===== src/rtl/uart_tx_buf.sv =====
// UART 8N1 transmitter fed by a small circular byte FIFO.
// Frames are sent back-to-back while bytes are queued; tx_done flags a drained queue.
module uart_tx_buf #(
  parameter int BAUD_DIV = 2604,
  parameter int DEPTH    = 4
) (
  input  logic       clk,
  input  logic       rst,
  input  logic       trmt,
  input  logic [7:0] tx_data,
  output logic       TX,
  output logic       full,
  output logic       busy,
  output logic       tx_done
);

  localparam int AW = $clog2(DEPTH);
  localparam logic [AW:0]   FULL_CNT  = (AW+1)'(DEPTH);
  localparam logic [AW:0]   CNT_ONE   = (AW+1)'(1);
  localparam logic [AW-1:0] PTR_ONE   = AW'(1);
  localparam logic [11:0]   BAUD_LAST = 12'(BAUD_DIV - 1);

  typedef enum logic {IDLE, TRANS} state_t;

  state_t        state_q, state_d;
  logic [AW-1:0] wr_ptr_q, wr_ptr_d;
  logic [AW-1:0] rd_ptr_q, rd_ptr_d;
  logic [AW:0]   count_q, count_d;
  logic [7:0]    mem_q [DEPTH];
  logic [9:0]    shift_q, shift_d;
  logic [11:0]   baud_cnt_q, baud_cnt_d;
  logic [3:0]    bit_cnt_q, bit_cnt_d;
  logic          tx_done_q, tx_done_d;

  logic push, pop, load, empty, strobe, frame_end;

  assign full      = (count_q == FULL_CNT);
  assign empty     = (count_q == '0);
  assign busy      = (state_q == TRANS);
  assign TX        = shift_q[0];
  assign tx_done   = tx_done_q;
  // A push is judged against the registered fill level, so a pop in the
  // same cycle does not rescue a push made while full.
  assign push      = trmt & ~full;
  assign strobe    = busy & (baud_cnt_q == BAUD_LAST);
  assign frame_end = strobe & (bit_cnt_q == 4'd9);
  assign pop       = load;

  always_comb begin
    state_d = state_q;
    load    = 1'b0;
    case (state_q)
      IDLE: begin
        if (!empty) begin
          load    = 1'b1;
          state_d = TRANS;
        end
      end
      TRANS: begin
        if (frame_end) begin
          if (!empty) load    = 1'b1;
          else        state_d = IDLE;
        end
      end
      default: state_d = IDLE;
    endcase
  end

  always_comb begin
    wr_ptr_d = wr_ptr_q;
    rd_ptr_d = rd_ptr_q;
    count_d  = count_q;
    if (push) wr_ptr_d = wr_ptr_q + PTR_ONE;
    if (pop)  rd_ptr_d = rd_ptr_q + PTR_ONE;
    case ({push, pop})
      2'b10:   count_d = count_q + CNT_ONE;
      2'b01:   count_d = count_q - CNT_ONE;
      default: count_d = count_q;
    endcase
  end

  always_comb begin
    shift_d    = shift_q;
    baud_cnt_d = baud_cnt_q;
    bit_cnt_d  = bit_cnt_q;
    if (load) begin
      shift_d    = {1'b1, mem_q[rd_ptr_q], 1'b0};
      baud_cnt_d = '0;
      bit_cnt_d  = '0;
    end else if (busy) begin
      if (strobe) begin
        shift_d    = {1'b1, shift_q[9:1]};
        baud_cnt_d = '0;
        bit_cnt_d  = bit_cnt_q + 4'd1;
      end else begin
        baud_cnt_d = baud_cnt_q + 12'd1;
      end
    end
  end

  always_comb begin
    tx_done_d = tx_done_q;
    if (frame_end && empty) tx_done_d = 1'b1;
    if (push)               tx_done_d = 1'b0;
  end

  always_ff @(posedge clk or posedge rst) begin
    if (rst) begin
      state_q    <= IDLE;
      wr_ptr_q   <= '0;
      rd_ptr_q   <= '0;
      count_q    <= '0;
      shift_q    <= '1;
      baud_cnt_q <= '0;
      bit_cnt_q  <= '0;
      tx_done_q  <= 1'b0;
    end else begin
      state_q    <= state_d;
      wr_ptr_q   <= wr_ptr_d;
      rd_ptr_q   <= rd_ptr_d;
      count_q    <= count_d;
      shift_q    <= shift_d;
      baud_cnt_q <= baud_cnt_d;
      bit_cnt_q  <= bit_cnt_d;
      tx_done_q  <= tx_done_d;
    end
  end

  always_ff @(posedge clk) begin
    if (push) mem_q[wr_ptr_q] <= tx_data;
  end

endmodule


===== config.mk =====
export PLATFORM = sky130hd
export DESIGN_NAME = uart_tx_buf
export DESIGN_NICKNAME = d
export VERILOG_FILES = /design/src/rtl/uart_tx_buf.sv
export SDC_FILE = /design/constraint.sdc
export NUM_CORES = 1
export LEC_CHECK = 0
export ABC_AREA = 1
export BUFFER_PORTS_ARGS = -buffer_cell sky130_fd_sc_hd__buf_2
export CAP_MARGIN = 25
export CORE_MARGIN = 4
export CORE_UTILIZATION = 55
export DETAILED_ROUTE_END_ITERATION = 7
export GPL_TIMING_DRIVEN = 0
export PLACE_DENSITY = 0.75
export SYNTH_ARGS = -nofsm -noshare
export SYNTH_HDL_FRONTEND = slang
export SYNTH_SLANG_ARGS = --single-unit

===== constraint.sdc =====
create_clock -name clk -period 3.06 [get_ports clk]
set_clock_uncertainty 0.15 [all_clocks]
set_input_delay 0 -clock clk [delete_from_list [all_inputs] [get_ports clk]]
set_output_delay 0 -clock clk [all_outputs]
set_load 0.03 [all_outputs]

# Word level (Yosys, flattened, before mapping)

Memories as Yosys holds them, arrays and structs flattened.
Index checks and enable logic that the tools add are counted.

Memories: 1
Bits in registers: 35
Memory bits (writable): 32

Equality and inequality tests: 5
Bitwise operators: 5
Add/subtract/negate cells: 6
Reductions and logical operators: 7
Multiplexer cells: 19

Memory list:

| name  | words | width | read ports | clocked after memory_dff | write ports | RTL line | source |
|---|---|---|---|---|---|---|---|
| mem_q | 4     | 8     | 1          | 0                        | 1           | 29       | `logic [7:0] mem_q [DEPTH];` |

Operators with widths:

| cell                                              | count |
|---|---|
| two-way mux 12 bit                                | 3 |
| two-way mux 10 bit                                | 3 |
| adder 12 x 1 -> 12 bit (second input constant)    | 1 |
| == test 12 bit (second input constant)            | 1 |
| two-way mux 4 bit                                 | 3 |
| nonzero test 2 bit                                | 4 |
| two-way mux 1 bit                                 | 7 |
| case mux 3 bit (2 select lines)                   | 1 |
| adder 2 x 1 -> 2 bit (second input constant)      | 2 |
| adder 4 x 1 -> 4 bit (second input constant)      | 1 |
| == test 4 bit (second input constant)             | 1 |
| case mux 1 bit (2 select lines)                   | 2 |
| adder 3 x 1 -> 3 bit (second input constant)      | 1 |
| AND 1 bit                                         | 3 |
| == test 3 bit (second input constant)             | 1 |
| logical NOT 3 bit                                 | 1 |
| subtractor 3 x 1 -> 3 bit (second input constant) | 1 |
| == test 2 x 1 -> 1 bit (second input constant)    | 1 |
| == test 2 bit (second input constant)             | 1 |
| NOT 1 bit                                         | 2 |
| AND reduction 2 bit                               | 1 |
| logical AND 1 bit                                 | 1 |

# Logic depth before layout (Yosys ltp)

Word-level depth: 7
Mapped depth: 15

# Worst setup path after synthesis

OpenSTA, ideal clock, no wires.

Kind: flip-flop to flip-flop
From: register state_q, in the netlist busy
To: register count_q[2]
Library setup time: 0.131 ns
Buffers on the path: 1
Arrival time: 2.168 ns
Data required time: 2.779 ns
Path slack: 0.612 ns
Stages on the path, launching flop included: 14
Cell sequence: dfrtp_1 buf_6 nand2_2 nor3_4 nand3_2 nand2_4 nand2_4 inv_1 ha_1 inv_1 fa_1 a21oi_1 o21ai_0 xor2_1

Longest elaborated chain between the ends: 6
Elaborated cells on any way between the ends: 9
Classes of those cells: eq/ne (2); mux (3); bitwise (3); reduce/logical (1)

RTL lines:

| item                                                                  | RTL line | source |
|---|---|---|
| start, declared                                                       | 25       | `state_t state_q, state_d;` |
| start signal, assigned                                                | 118      | `state_q <= state_d;` |
| AND 1 bit                                                             | 45       | `assign strobe = busy & (baud_cnt_q == BAUD_LAST);` |
| AND 1 bit                                                             | 46       | `assign frame_end = strobe & (bit_cnt_q == 4'd9);` |
| two-way mux 1 bit                                                     | 60       | `if (frame_end) begin` |
| case mux 1 bit (2 select lines) (*)                                   | 52       | `case (state_q)` |
| == test 2 x 1 -> 1 bit or == test 2 bit (tied branches)               | 75       | `case ({push, pop})` |
| case mux 3 bit (2 select lines) or nonzero test 2 bit (tied branches) | n/a      |  |
| end signal, assigned                                                  | 121      | `count_q <= count_d;` |
| end, declared                                                         | 28       | `logic [AW:0] count_q, count_d;` |

Mark *: on every way between the ends. The rest lies on a longest branch, timed or not.
A chain may end at the register's enable or synchronous reset.

# Worst setup path in the final report

From: register baud_cnt_q[0]
To: register count_q[2]

Longest elaborated chain between the ends: 7
Elaborated cells on any way between the ends: 9
Classes of those cells: eq/ne (3); mux (3); bitwise (2); reduce/logical (1)

RTL lines:

| item                                                                  | RTL line | source |
|---|---|---|
| start, declared                                                       | 31       | `logic [11:0] baud_cnt_q, baud_cnt_d;` |
| start signal, assigned                                                | 123      | `baud_cnt_q <= baud_cnt_d;` |
| == test 12 bit (*)                                                    | 45       |  |
| AND 1 bit (*)                                                         | 45       |  |
| AND 1 bit (*)                                                         | 46       |  |
| two-way mux 1 bit (*)                                                 | 60       |  |
| case mux 1 bit (2 select lines) (*)                                   | 52       |  |
| == test 2 x 1 -> 1 bit or == test 2 bit (tied branches)               | 75       |  |
| case mux 3 bit (2 select lines) or nonzero test 2 bit (tied branches) | n/a      |  |

Marked as above.

==> flow_metrics.py <==
metrics = {
    "run_status": {
        "outcome": "finished clean",
    },
    "power": {
        "vdd_ir_drop_max_v": 0.0004188,
        "power.leakage_nw": 1.686,
        "power.density_nw_per_um2": 629.2,
    },
    "grt": {
        "grt_pass1_wl_mm": 9.873,
        "grt_pass1_vias": 2213,
        "antenna_found_initial": 0,
        "grt_max_degree": 23,
        "grt_util_all_layers_pct": 17.53,
        "grt_overflow_total": 0,
    },
    "final_layout": {
        "final_nets": 388,
        "drive_gt1_share_pct": 17.16,
        "fin_area_um2": 3701,
        "syn2layout_area_growth_pct": 16.96,
        "num_antenna_cells": 0,
        "fillers": 430,
        "final_util_pct": 66.80,
        "final_cells": 445,
    },
    "clock_network": {
        "cts-root-buf": "clkbuf_8",
        "cts_tree": "yes",
        "cts.sinks": 66,
        "clkTransAtPathRegs_ns": 0.08,
        "htree_levels": 3,
        "cts_buffers": 9,
        "cts_buffer_depth": 2,
        "cts_setup_buffers": 0,
        "clk_latency_ns": 0.34,
        "cts_resized": 0,
        "holdBufCountCts": 10,
    },
    "route": {
        "remaining_drc_errors": 0,
        "wire_per_inst_um": 12.91,
        "viasPerCell": 5.025,
        "totalWireLength_mm": 5.746,
        "via_count": 2236,
        "drtIter0Drc": 73,
        "drt-pass1-iter-count": 4,
        "ant_nets": 0,
    },
    "critical_path": {
        "cp-end-kind": "flop",
        "cp_cell_sequence": "ha_1, nand2_1, clkinv_2, nand2_2, nor2_2, nand3_2, nand2_4, nand2_4, inv_1, ha_1, inv_1, fa_1, a21oi_1, o21ai_0, xor2_1",
        "arrival_ns": 2.74,
        "crit_type": "flop to flop",
        "r2r-start": "baud_cnt_q[0]$_DFFE_PP0P_",
        "r2r_cells": 15,
        "reg2reg_to": "count_q[2]$_DFFE_PP0P_",
        "crit_path_top_delay_cell": "dfrtp_1",
        "path_max_fanout": 10,
        "worstPathRequired_ns": 3.13,
        "slowest_delay_ns": 0.39,
        "reg2reg_slack_ns": 0.39,
        "start_kind": "flop",
    },
    "floorplanning": {
        "die-area_um2": 7031,
        "fp.coreArea_um2": 5540,
        "dieWidth_um": 83.85,
        "rows": 27,
        "ios": 15,
        "initial_core_util_pct": 57.11,
        "dieHeight_um": 83.85,
    },
    "placement": {
        "numPlacedInstances": 419,
        "gp_congestion": 0.8537,
        "place_area_um2": 3352,
        "port_buffers": 14,
        "pre_cts_ws_ns": 0.4265,
        "hpwl_mm": 3.777,
    },
    "timing": {
        "fmax_ghz": 0.3747,
        "worst_pin_slew_ns": 0.8057,
        "period_share_pct": 87.22,
        "drv_slew": 0,
        "rsz0062_at_grt": "false",
        "fin_tns_setup_ns": 0,
        "hold_viol_final": 0,
        "setup_viol": 0,
        "final.min_clock_period_ns": 2.669,
        "max-slew-margin-rel_pct": 46.09,
        "fin_ws_ns": 0.3909,
    },
    "synthesis": {
        "async_reset_ff_share_pct": 51.52,
        "ys_seq_area_share_pct": 57.61,
        "synth.distinct_cells": 37,
        "synth_area_leaders": "edfxtp_1 30%, dfrtp_1 20%, nand2_1 11%, dfstp_2 7.5%, nand3_1 6.5%",
        "synth_fp_nets": 352,
        "synth_flop_cell": "edfxtp_1",
        "synth_warnings": 0,
        "synthCells": 332,
        "synth_top_area_cell": "edfxtp_1",
        "avgSynthCellArea_um2": 9.531,
        "ys_seq_elements": 66,
        "synth_top_area_share_pct": 30.37,
        "synth-edff-count": 32,
        "synth_area_um2": 3164,
    },
    "run": {
        "max-cap-violations": 0,
    },
    "min_path": {
        "hold_class": "input port to asynchronous set/reset pin",
    },
}
==> layer usage <==
| metal | vias to the layer above | track usage [%] | part of all wire [%] |
|---|---|---|---|
| met3 | 6 | 4.344 | 4.5 |
| met1 | 1030 | 21.15 | 43 |
| met2 | 53 | 29.86 | 51 |
| met5 | - | 0 | 0 |
| li1 | 1147 | - | - |
| met4 | 0 | 7.310 | 1.1 |
==> area by class of cell <==
class / count / area [um2] / area share, %
Multi-Input combinational cell: 215 / 1115 / 30.12
Inverter: 41 / 155.1 / 4.192
Timing Repair Buffer: 25 / 197.7 / 5.341
Sequential cell: 66 / 1823 / 49.26
Clock inverter: 7 / 125.1 / 3.381
Clock buffer: 9 / 123.9 / 3.347
Buffer: 10 / 71.32 / 1.927
Tap cell: 72 / 90.09 / 2.434
==> registers in the layout (all words and copies together) (netlist names) <==
register / flops
mem_q: 32
baud_cnt_q: 12
shift_q: 9
bit_cnt_q: 4
count_q: 3
rd_ptr_q: 2
wr_ptr_q: 2
busy: 1
tx_done: 1
==> layout by cell type (no fill, tap or decap), types with 2 or more instances in the layout <==
cell,instances
dfrtp_1,25
nor3_1,7
inv_2,2
xor2_1,6
clkinv_4,3
buf_2,17
buf_6,2
nand2_2,3
nor2_2,2
dfstp_2,9
clkbuf_8,9
bufinv_16,3
buf_4,4
clkinv_1,2
xnor2_1,2
nand3_1,41
o22ai_1,2
nor3b_1,2
nand3b_1,4
edfxtp_1,32
nand2_1,91
nor2_1,21
o21ai_0,9
nand2_4,2
a21oi_1,3
dlygate4sd3_1,10
o21ai_2,2
inv_1,36
ha_1,8
==> Yosys cell counts (3+ instances only) <==
| cell type | instances |
|---|---|
| nand2_1 | 91 |
| nand3_1 | 41 |
| inv_1 | 36 |
| edfxtp_1 | 32 |
| dfrtp_1 | 25 |
| nor2_1 | 21 |
| dfstp_2 | 9 |
| o21ai_0 | 9 |
| ha_1 | 8 |
| nor3_1 | 7 |
| xor2_1 | 6 |
| buf_4 | 4 |
| nand3b_1 | 4 |
| a21oi_1 | 3 |
| buf_2 | 3 |
| nand2_2 | 3 |
==> critical path, delay by kind of cell, from the launching register on <==
family | cells | cell delay, ns
AND/OR/NAND/NOR | 6 | 0.62
buffers and inverters | 3 | 0.23
flip-flops | 1 | 0.39
adder cells (fa/ha/maj) | 3 | 0.74
XOR/XNOR | 1 | 0.16
AO/OA/AOI/OAI | 2 | 0.26
==> cell families after synthesis <==
| kind of cell | Yosys count | share of synthesized area [%] |
|---|---|---|
| xor gates and xnor gates | 8 | 2.214 |
| AOI/OAI and AO/OA | 19 | 3.440 |
| and+or+nand+nor | 179 | 25.78 |
| buffers and inverters | 51 | 7.157 |
| adders and majority gates | 9 | 3.796 |
| DFF | 66 | 57.61 |
==> worst max path at each step <==
| stage | startpoint | to | slack [ns] | depth (start not counted) |
|---|---|---|---|---|
| 6_report | baud_cnt_q[0]$_DFFE_PP0P_ | count_q[2]$_DFFE_PP0P_ | 0.39 | 15 |
| 4_1_cts | baud_cnt_q[0]$_DFFE_PP0P_ | count_q[2]$_DFFE_PP0P_ | 0.40 | 15 |
| 3_3_place_gp | baud_cnt_q[0]$_DFFE_PP0P_ | count_q[2]$_DFFE_PP0P_ | 0.45 | 15 |
| 3_5_place_dp | baud_cnt_q[0]$_DFFE_PP0P_ | count_q[2]$_DFFE_PP0P_ | 0.43 | 15 |
| 2_1_floorplan | busy$_DFF_PP0_ | count_q[2]$_DFFE_PP0P_ | 0.61 | 13 |
| 5_1_grt | baud_cnt_q[0]$_DFFE_PP0P_ | count_q[2]$_DFFE_PP0P_ | 0.16 | 15 |
==> power breakdown <==
group	total [mW]	internal, mW	switching, mW
combinational	0.325	0.106	0.220
clock	0.902	0.548	0.354
sequential	1.10	1.06	0.0415
total	2.33	1.71	0.615
==> stage by stage <==
step	hold slack, ns	power, mW
finish	0.1082	2.329
global route	0.1901	2.435
CTS	0.1187	2.332
detailed placement	-0.06032	1.437
global placement	0.06163	1.411
floorplan	-0.05113	1.342
No activity file was read; power rests on OpenSTA's default activity.
